[config.mk]
export PLATFORM = sky130hd
export DESIGN_NAME = alu_issue_ctrl_flat
export DESIGN_NICKNAME = d
export VERILOG_FILES = /design/src/rtl/alu_issue_ctrl_if.sv /design/src/rtl/alu_issue_ctrl.sv /design/src/flat_wrapper.sv
export SDC_FILE = /design/constraint.sdc
export NUM_CORES = 1
export LEC_CHECK = 0
export ABC_AREA = 1
export BUFFER_PORTS_ARGS = -buffer_cell sky130_fd_sc_hd__buf_2
export CORE_ASPECT_RATIO = 1.5
export CORE_MARGIN = 2
export CORE_UTILIZATION = 40
export CTS_BUF_LIST = sky130_fd_sc_hd__clkbuf_8
export DETAILED_ROUTE_END_ITERATION = 6
export PLACE_DENSITY_LB_ADDON = 0.2
export SLEW_MARGIN = 10
export SYNTH_ARGS = -nofsm -noshare
export SYNTH_HDL_FRONTEND = slang
export SYNTH_SLANG_ARGS = --single-unit
[constraint.sdc]
create_clock -name clk -period 2.2 [get_ports clk]
set_input_delay 0.55 -clock clk [delete_from_list [all_inputs] [get_ports clk]]
set_output_delay 0.55 -clock clk [all_outputs]
set_load 0.1 [all_outputs]
[src/rtl/alu_issue_ctrl_if.sv]
// alu_issue_ctrl_if: command and result handshakes between a command source
// (master) and the ALU issue controller (slave).
interface alu_issue_ctrl_if #(
  parameter int unsigned W = 4
);
  logic           cmd_valid;
  logic           cmd_ready;
  logic [W-1:0]   cmd_a;
  logic [W-1:0]   cmd_b;
  logic [1:0]     cmd_s;
  logic           res_valid;
  logic           res_ready;
  logic [2*W-1:0] res_y;
  logic           res_err;

  modport master (
    output cmd_valid, cmd_a, cmd_b, cmd_s, res_ready,
    input  cmd_ready, res_valid, res_y, res_err
  );

  modport slave (
    input  cmd_valid, cmd_a, cmd_b, cmd_s, res_ready,
    output cmd_ready, res_valid, res_y, res_err
  );
endinterface

[src/rtl/alu_issue_ctrl.sv]
// alu_issue_ctrl: buffers ALU commands in a FIFO, issues them one at a time
// through registered operand outputs, captures the ALU result one cycle later
// and holds it until the downstream consumer accepts it.
// Optional divide-by-zero detection: define ALU_ISSUE_CTRL_DIVZ_CHECK_EN.
module alu_issue_ctrl #(
  parameter int unsigned DEPTH = 4,
  parameter int unsigned W     = 4
) (
  input  logic                     clk,
  input  logic                     rst,
  alu_issue_ctrl_if.slave          bus,
  output logic [W-1:0]             alu_a,
  output logic [W-1:0]             alu_b,
  output logic [1:0]               alu_s,
  input  logic [2*W-1:0]           alu_y,
  output logic [$clog2(DEPTH):0]   fifo_count,
  output logic                     busy
);
  localparam int unsigned AW = $clog2(DEPTH);
  localparam int unsigned CW = 2 * W + 2;

  typedef enum logic [1:0] {IDLE, EXEC, DONE} state_t;

  state_t         state;
  logic [CW-1:0]  mem [DEPTH];
  logic [AW-1:0]  wr_ptr;
  logic [AW-1:0]  rd_ptr;
  logic [CW-1:0]  head;
  logic           full;
  logic           empty;
  logic           push;
  logic           pop;
  logic           res_valid_q;
  logic [2*W-1:0] res_y_q;

  assign full  = (fifo_count == (AW + 1)'(DEPTH));
  assign empty = (fifo_count == '0);
  assign push  = bus.cmd_valid && !full;
  // The head is consumed when idle, or in DONE on the same edge the held
  // result is handed off, which keeps one result every two cycles.
  assign pop   = !empty && ((state == IDLE) || ((state == DONE) && bus.res_ready));
  assign head  = mem[rd_ptr];

  assign bus.cmd_ready = !full;
  assign bus.res_valid = res_valid_q;
  assign bus.res_y     = res_y_q;
  assign busy          = (state != IDLE) || !empty;

`ifdef ALU_ISSUE_CTRL_DIVZ_CHECK_EN
  logic res_err_q;
  logic div_zero;
  assign div_zero    = (alu_s == 2'b11) && (alu_b == '0);
  assign bus.res_err = res_err_q;
`else
  assign bus.res_err = 1'b0;
`endif

  // Command storage; contents need no reset since the pointers define validity.
  always_ff @(posedge clk) begin
    if (push) begin
      mem[wr_ptr] <= {bus.cmd_s, bus.cmd_b, bus.cmd_a};
    end
  end

  // FIFO pointers and occupancy; pointers wrap naturally at DEPTH.
  always_ff @(posedge clk or posedge rst) begin
    if (rst) begin
      wr_ptr     <= '0;
      rd_ptr     <= '0;
      fifo_count <= '0;
    end else begin
      if (push) begin
        wr_ptr <= wr_ptr + 1'b1;
      end
      if (pop) begin
        rd_ptr <= rd_ptr + 1'b1;
      end
      case ({push, pop})
        2'b10:   fifo_count <= fifo_count + 1'b1;
        2'b01:   fifo_count <= fifo_count - 1'b1;
        default: fifo_count <= fifo_count;
      endcase
    end
  end

  // Issue FSM: load operands, capture result, hold until accepted.
  always_ff @(posedge clk or posedge rst) begin
    if (rst) begin
      state       <= IDLE;
      alu_a       <= '0;
      alu_b       <= '0;
      alu_s       <= '0;
      res_valid_q <= 1'b0;
      res_y_q     <= '0;
`ifdef ALU_ISSUE_CTRL_DIVZ_CHECK_EN
      res_err_q   <= 1'b0;
`endif
    end else begin
      case (state)
        IDLE: begin
          if (pop) begin
            alu_a <= head[W-1:0];
            alu_b <= head[2*W-1:W];
            alu_s <= head[CW-1:2*W];
            state <= EXEC;
          end
        end
        EXEC: begin
          res_valid_q <= 1'b1;
`ifdef ALU_ISSUE_CTRL_DIVZ_CHECK_EN
          if (div_zero) begin
            res_y_q   <= '1;
            res_err_q <= 1'b1;
          end else begin
            res_y_q   <= alu_y;
            res_err_q <= 1'b0;
          end
`else
          res_y_q <= alu_y;
`endif
          state <= DONE;
        end
        DONE: begin
          if (bus.res_ready) begin
            res_valid_q <= 1'b0;
            if (pop) begin
              alu_a <= head[W-1:0];
              alu_b <= head[2*W-1:W];
              alu_s <= head[CW-1:2*W];
              state <= EXEC;
            end else begin
              state <= IDLE;
            end
          end
        end
        default: state <= IDLE;
      endcase
    end
  end
endmodule

[src/flat_wrapper.sv]
// flat-port wrapper written by rule: the top's interface ports become plain ports
module alu_issue_ctrl_flat 
#(
  parameter int unsigned DEPTH = 4,
  parameter int unsigned W     = 4
)
  (clk, rst, alu_a, alu_b, alu_s, alu_y, fifo_count, busy, bus_cmd_valid, bus_cmd_a, bus_cmd_b, bus_cmd_s, bus_res_ready, bus_cmd_ready, bus_res_valid, bus_res_y, bus_res_err);
  alu_issue_ctrl_if #(.W(W)) bus_i ();
  input  logic clk;
  input  logic rst;
  output logic [W-1:0] alu_a;
  output logic [W-1:0] alu_b;
  output logic [1:0] alu_s;
  input  logic [2*W-1:0] alu_y;
  output logic [$clog2(DEPTH):0] fifo_count;
  output logic busy;
  input wire logic [$bits(bus_i.cmd_valid)-1:0] bus_cmd_valid;
  input wire logic [$bits(bus_i.cmd_a)-1:0] bus_cmd_a;
  input wire logic [$bits(bus_i.cmd_b)-1:0] bus_cmd_b;
  input wire logic [$bits(bus_i.cmd_s)-1:0] bus_cmd_s;
  input wire logic [$bits(bus_i.res_ready)-1:0] bus_res_ready;
  output wire logic [$bits(bus_i.cmd_ready)-1:0] bus_cmd_ready;
  output wire logic [$bits(bus_i.res_valid)-1:0] bus_res_valid;
  output wire logic [$bits(bus_i.res_y)-1:0] bus_res_y;
  output wire logic [$bits(bus_i.res_err)-1:0] bus_res_err;
  assign bus_i.cmd_valid = bus_cmd_valid;
  assign bus_i.cmd_a = bus_cmd_a;
  assign bus_i.cmd_b = bus_cmd_b;
  assign bus_i.cmd_s = bus_cmd_s;
  assign bus_i.res_ready = bus_res_ready;
  assign bus_cmd_ready = bus_i.cmd_ready;
  assign bus_res_valid = bus_i.res_valid;
  assign bus_res_y = bus_i.res_y;
  assign bus_res_err = bus_i.res_err;
  alu_issue_ctrl #(.DEPTH(DEPTH), .W(W)) u_core (.clk(clk), .rst(rst), .bus(bus_i), .alu_a(alu_a), .alu_b(alu_b), .alu_s(alu_s), .alu_y(alu_y), .fifo_count(fifo_count), .busy(busy));
endmodule
* After elaboration in Yosys (flattened, before gate mapping)
Memory sizes are Yosys's and may differ from the RTL's.
Cells that the tools add are included.
** Word-level totals
- Input bits :: 22
- Output and inout port bits :: 25
- Memories kept :: 1
- Register bits :: 28
- Memory bits (writable) :: 40
** Operators by class
- Reduce and logical (&&, ||, !) cells :: 16
- Eq/ne operators :: 7
- Mux-type cells :: 18
- $add $sub $neg :: 4
** Memories
- u_core.mem :: words 4, width 10, read ports 1, clocked after memory_dff 0, wr ports 1, line alu_issue_ctrl.sv:25 : logic [CW-1:0] mem [DEPTH];
** Operator list (number)
- 4-bit two-way mux :: 4
- 4-bit one-hot mux with 2 select lines :: 2
- 2-bit two-way mux :: 4
- 2-bit nonzero test :: 4
- 2-bit one-hot mux with 3 select lines :: 1
- 3-bit one-hot mux with 2 select lines :: 1
- 2-bit AND reduction :: 3
- 2-bit by 1-bit adder with 2-bit output (second input constant) :: 2
- 2-bit by 1-bit equality test with 1-bit output (second input constant) :: 2
- 2-bit equality test (second input constant) :: 2
- 1-bit two-way mux :: 4
- 2-bit one-hot mux with 2 select lines :: 1
- 3-bit by 1-bit adder with 3-bit output (second input constant) :: 1
- 3-bit equality test (second input constant) :: 1
- 1-bit logical AND :: 3
- 3-bit zero test :: 1
- 3-bit by 1-bit subtractor with 3-bit output (second input constant) :: 1
- 1-bit zero test :: 2
- 2-bit zero test :: 1
- 1-bit logical OR :: 2
- 2-bit by 1-bit != test with 1-bit output (second input constant) :: 1
- 2-bit != test (second input constant) :: 1
- 1-bit one-hot mux with 2 select lines :: 1

* Longest topological paths before layout
- Word-level depth :: 7
- Mapped depth :: 11
- Mapped depth without buffers :: 11

* Worst setup path before layout
Ideal clock, no wire load.
- Path type :: reg-to-reg
- Start :: register u_core.fifo_count[2]
- End :: register u_core.fifo_count[2]
- Path buffers :: 0
- Stages on the path, launching flop included :: 9
- Setup time :: 127 ps
- Period minus slack after synthesis :: 3386 ps
- Data arrival time :: 3259 ps
- Slack :: -1186 ps
- Path through :: dfrtp_1 > nand3_1 > nand2_2 > ha_1 > inv_1 > fa_1 > nand2_1 > nand3_1 > xor2_1
** On the way
- Longest elaborated chain between the ends :: 5
- Elaborated cells between the ends (all ways) :: 12
- Those cells by class :: 2 x add/sub; 3 x eq/ne; 1 x mux; 6 x reduce/logical
** Ends and longest elaborated chain
- start: declaration :: line alu_issue_ctrl.sv:16 : output logic [$clog2(DEPTH):0] fifo_count,
- start signal: assignment :: line alu_issue_ctrl.sv:79 : 2'b10: fifo_count <= fifo_count + 1'b1;
- start signal: assignment :: line alu_issue_ctrl.sv:80 : 2'b01: fifo_count <= fifo_count - 1'b1;
- start signal: assignment :: line alu_issue_ctrl.sv:81 : default: fifo_count <= fifo_count;
- 3-bit equality test (*) :: line alu_issue_ctrl.sv:36 : assign full = (fifo_count == (AW + 1)'(DEPTH));
- 1-bit zero test (*)
- net bus_cmd_ready :: line flat_wrapper.sv:22 : output wire logic [$bits(bus_i.cmd_ready)-1:0] bus_cmd_ready;
- 1-bit logical AND (*) :: line alu_issue_ctrl.sv:38 : assign push = bus.cmd_valid && !full;
- 2-bit by 1-bit equality test with 1-bit output or 2-bit equality test (tied branches) :: line alu_issue_ctrl.sv:78 : case ({push, pop})
- 3-bit one-hot mux with 2 select lines or 2-bit nonzero test (tied branches)
The timed path passes the listed nets; every way through them passes the cells marked *.
A chain may end at the register's enable or synchronous reset.

* Worst setup path after layout
- Start :: register u_core.state[0]
- End :: output port busy
** On the way
- Longest elaborated chain between the ends :: 2
** Ends and longest elaborated chain
- start: declaration :: line alu_issue_ctrl.sv:24 : state_t state;
- start signal: assignment :: line alu_issue_ctrl.sv:89 : state <= IDLE;
- start signal: assignment :: line alu_issue_ctrl.sv:105 : state <= EXEC;
- start signal: assignment :: line alu_issue_ctrl.sv:121 : state <= DONE;
- 2-bit nonzero test :: line alu_issue_ctrl.sv:47 : assign busy = (state != IDLE) || !empty;
- 1-bit logical OR :: line alu_issue_ctrl.sv:47
- end: declaration :: line flat_wrapper.sv:16 : output logic busy;
Every way passes these cells.

==> results.toml <==
[timing]
achievable-frequency_ghz = 0.485
setup_violations_final = 0
setup_total_negative_slack_ns = 0
tightest_slew_ns = 0.585
layout_worst_path_cycle_share = 0.937
max-slew-margin-rel = 0.609
rsz0062_at_grt = "false"
timing.clock.skew_ns = 0.00806
finalHoldViolations = 0
final_worst_path_setup_slack_ns = 0.140
slew_viol_final = 0
min_period_ns = 2.06

[setup_path]
worst_r2r_endpoint = "u_core.fifo_count[2]"
end_kind = "output pin"
critical_path.startpoint_type = "flip-flop"
critical_path_class = "flip-flop to output pin"
critPathMaxFanout = 11
worst_ep_arrival_time_ns = 1.51
register_to_register_setup_slack_ns = 0.29
cp.required_ns = 1.65
rr_startpoint = "u_core.state[0]"
timing.reg2reg.worst_path_depth = 9

[clock_network]
tritoncts = "done"
cts.sinks = 68
insertion_delay_ns = 0.34
tritoncts.num_buffers = 9
buffers_inserted_during_post_cts_setup_optimization = 0
cts-root-to-sink-buffers = 2
ctsHoldBuffers = 0
cts_root_buf = "sky130_fd_sc_hd__clkbuf_8"
level_count_of_the_clock_h_tree = 3
path_clk_slew_ns = 0.07
postCtsResizedCells = 0

[placed_design]
dpl_cell_area_mm2 = 0.00337
dpl.hpwl_um = 4020
dpl.cell_count = 448
placement.io_buffers = 45
setup_ws_pre_cts_ns = 0.260
finalWeightedCongestion = 0.789

[global_routing]
busiest_layer = "met2"
grt_use_met1 = 0.188
grt_pass1_vias = 2002
grt_first_pass_wirelength_um = 9410
grt_use_total = 0.161
gr-usage-met3 = 0.0467
grt_remaining_overflow = 0
grt_start_max_net_pins = 23
global_routing_met2_resource_utilization = 0.260
initial_antenna_violation_count = 0

[floorplan]
floorplan.rows = 38
die-area_mm2 = 0.00816
placeableCoreArea_mm2 = 0.00723
chipWidth_um = 74.4
die_h_um = 110
start_util = 0.412
boundaryPins = 47

[final_layout]
layout-drive-gt1-share = 0.234
mostFrequentLayoutCells = "sky130_fd_sc_hd__nand2_1, sky130_fd_sc_hd__inv_1, sky130_fd_sc_hd__buf_2"
layout.cells.most_common = "sky130_fd_sc_hd__nand2_1"
nets = 387
layout-area-overhead-vs-synth_pct = 19.1
final-instance-count-excl-fill = 464
antenna_cells = 0
design_area_mm2 = 0.00354

[synthesis]
yosysSeqAreaShare = 0.639
synth_cells = 304
netlist_area_mm2 = 0.00298
synth_area_per_cell_um2 = 9.79
syn-num-nets = 332
synth_warn = 0
synth_cell_type_count = 22
synth.ff_latch_count = 68

[detailed_routing]
routed-via-count = 2038
drc = 0
finalWirelength_um = 5820
wl_per_cell_um = 12.6
route.detailed.vias_per_inst = 4.39
drt-pass1-iter-count = 4
postRouteAntennaNets = 0
drt_iter0_drc = 129

[worst_hold_path]
hold_path_class = "input pin to asynchronous set/reset pin"

[outcome]
outcome = "finished, final reports clean"

[run]
max-cap-violations = 0
layout make-up:
class | count | area (µm²)
Clock inverter | 5 | 21.3
Tap cell | 100 | 125
Sequential cell | 68 | 1910
Clock buffer | 11 | 151
Fill cell | 687 | 3680
Inverter | 60 | 230
Timing Repair Buffer | 54 | 293
Multi-Input combinational cell | 166 | 811
cell usage after synthesis:
cell | n | share of area
sky130_fd_sc_hd__inv_1 | 53 | 0.067
sky130_fd_sc_hd__nand2_1 | 108 | 0.14
sky130_fd_sc_hd__nor2_1 | 5 | 0.0063
sky130_fd_sc_hd__xnor2_1 | 1 | 0.0029
sky130_fd_sc_hd__nand3_2 | 1 | 0.0034
sky130_fd_sc_hd__edfxtp_1 | 40 | 0.40
sky130_fd_sc_hd__nor3_1 | 1 | 0.0017
sky130_fd_sc_hd__buf_6 | 3 | 0.011
sky130_fd_sc_hd__conb_1 | 1 | 0.0013
sky130_fd_sc_hd__xor2_1 | 3 | 0.0088
sky130_fd_sc_hd__o21ai_0 | 2 | 0.0034
sky130_fd_sc_hd__buf_4 | 3 | 0.0076
sky130_fd_sc_hd__dfrtp_1 | 28 | 0.24
sky130_fd_sc_hd__fa_1 | 1 | 0.0067
sky130_fd_sc_hd__buf_2 | 4 | 0.0067
sky130_fd_sc_hd__clkinv_1 | 1 | 0.0013
sky130_fd_sc_hd__o21ai_2 | 1 | 0.0029
sky130_fd_sc_hd__nand2_2 | 2 | 0.0042
sky130_fd_sc_hd__ha_1 | 5 | 0.021
sky130_fd_sc_hd__inv_2 | 6 | 0.0076
sky130_fd_sc_hd__nand3_1 | 34 | 0.057
sky130_fd_sc_hd__nor2_4 | 1 | 0.0038
kinds of logic (layout without fill, tap and decap cells):
logic type | count (synthesis) | after routing | synth area share
AOI/OAI and AO/OA | 3 | 3 | 0.00631
xor gates and xnor gates | 4 | 4 | 0.0118
adders and majority gates | 6 | 6 | 0.0277
buffers and inverters | 70 | 130 | 0.101
DFF | 68 | 68 | 0.639
other | 1 | 1 | 0.00126
and+or+nand+nor | 152 | 152 | 0.213
metrics by stage:
| step | utilization | hold slack [ns] |
|---|---|---|
| after floorplan | - | 0.492 |
| after global placement | 0.467 | 0.454 |
| after detailed placement | 0.467 | 0.460 |
| after CTS | 0.490 | 0.279 |
| after global routing | 0.490 | 0.307 |
| final | 0.490 | 0.254 |
flip-flops by register name, indices dropped and copies added, names as in the netlist:
register and cells:
u_core.mem 40, u_core.bus.res_valid 1, u_core.rd_ptr 2, u_core.fifo_count 3
u_core.wr_ptr 2, u_core.state 2, u_core.alu_b 4, u_core.alu_s 2
u_core.alu_a 4, u_core.bus.res_y 8
metal layers:
layer	vias to the layer above	wire length, µm
met1	950	2400
met4	0	212
li1	1040	-
met2	32	3020
met5	-	0
met3	16	190
how the worst max path moves through the flow:
stage               slack [ns]                 start  depth (start not counted)              endpoint
floorplan               -0.004  u_core.fifo_count[0]                          9  u_core.fifo_count[2]
global placement          0.30         bus_res_ready                          9  u_core.fifo_count[2]
detailed placement        0.26         bus_res_ready                          9  u_core.fifo_count[2]
CTS                       0.13  u_core.fifo_count[2]                          5                  busy
global route              0.08       u_core.state[0]                          3                  busy
finish                    0.14       u_core.state[0]                          3                  busy
critical path, stage by stage (launching register included):
cell and delay [ns]:
sky130_fd_sc_hd__dfrtp_1 0.56, sky130_fd_sc_hd__inv_2 0.11, sky130_fd_sc_hd__nand3_2 0.08, sky130_fd_sc_hd__buf_2 0.41
Power is not shown: default switching activity piles up to over one toggle a cycle in this logic, so the estimate is an artifact.
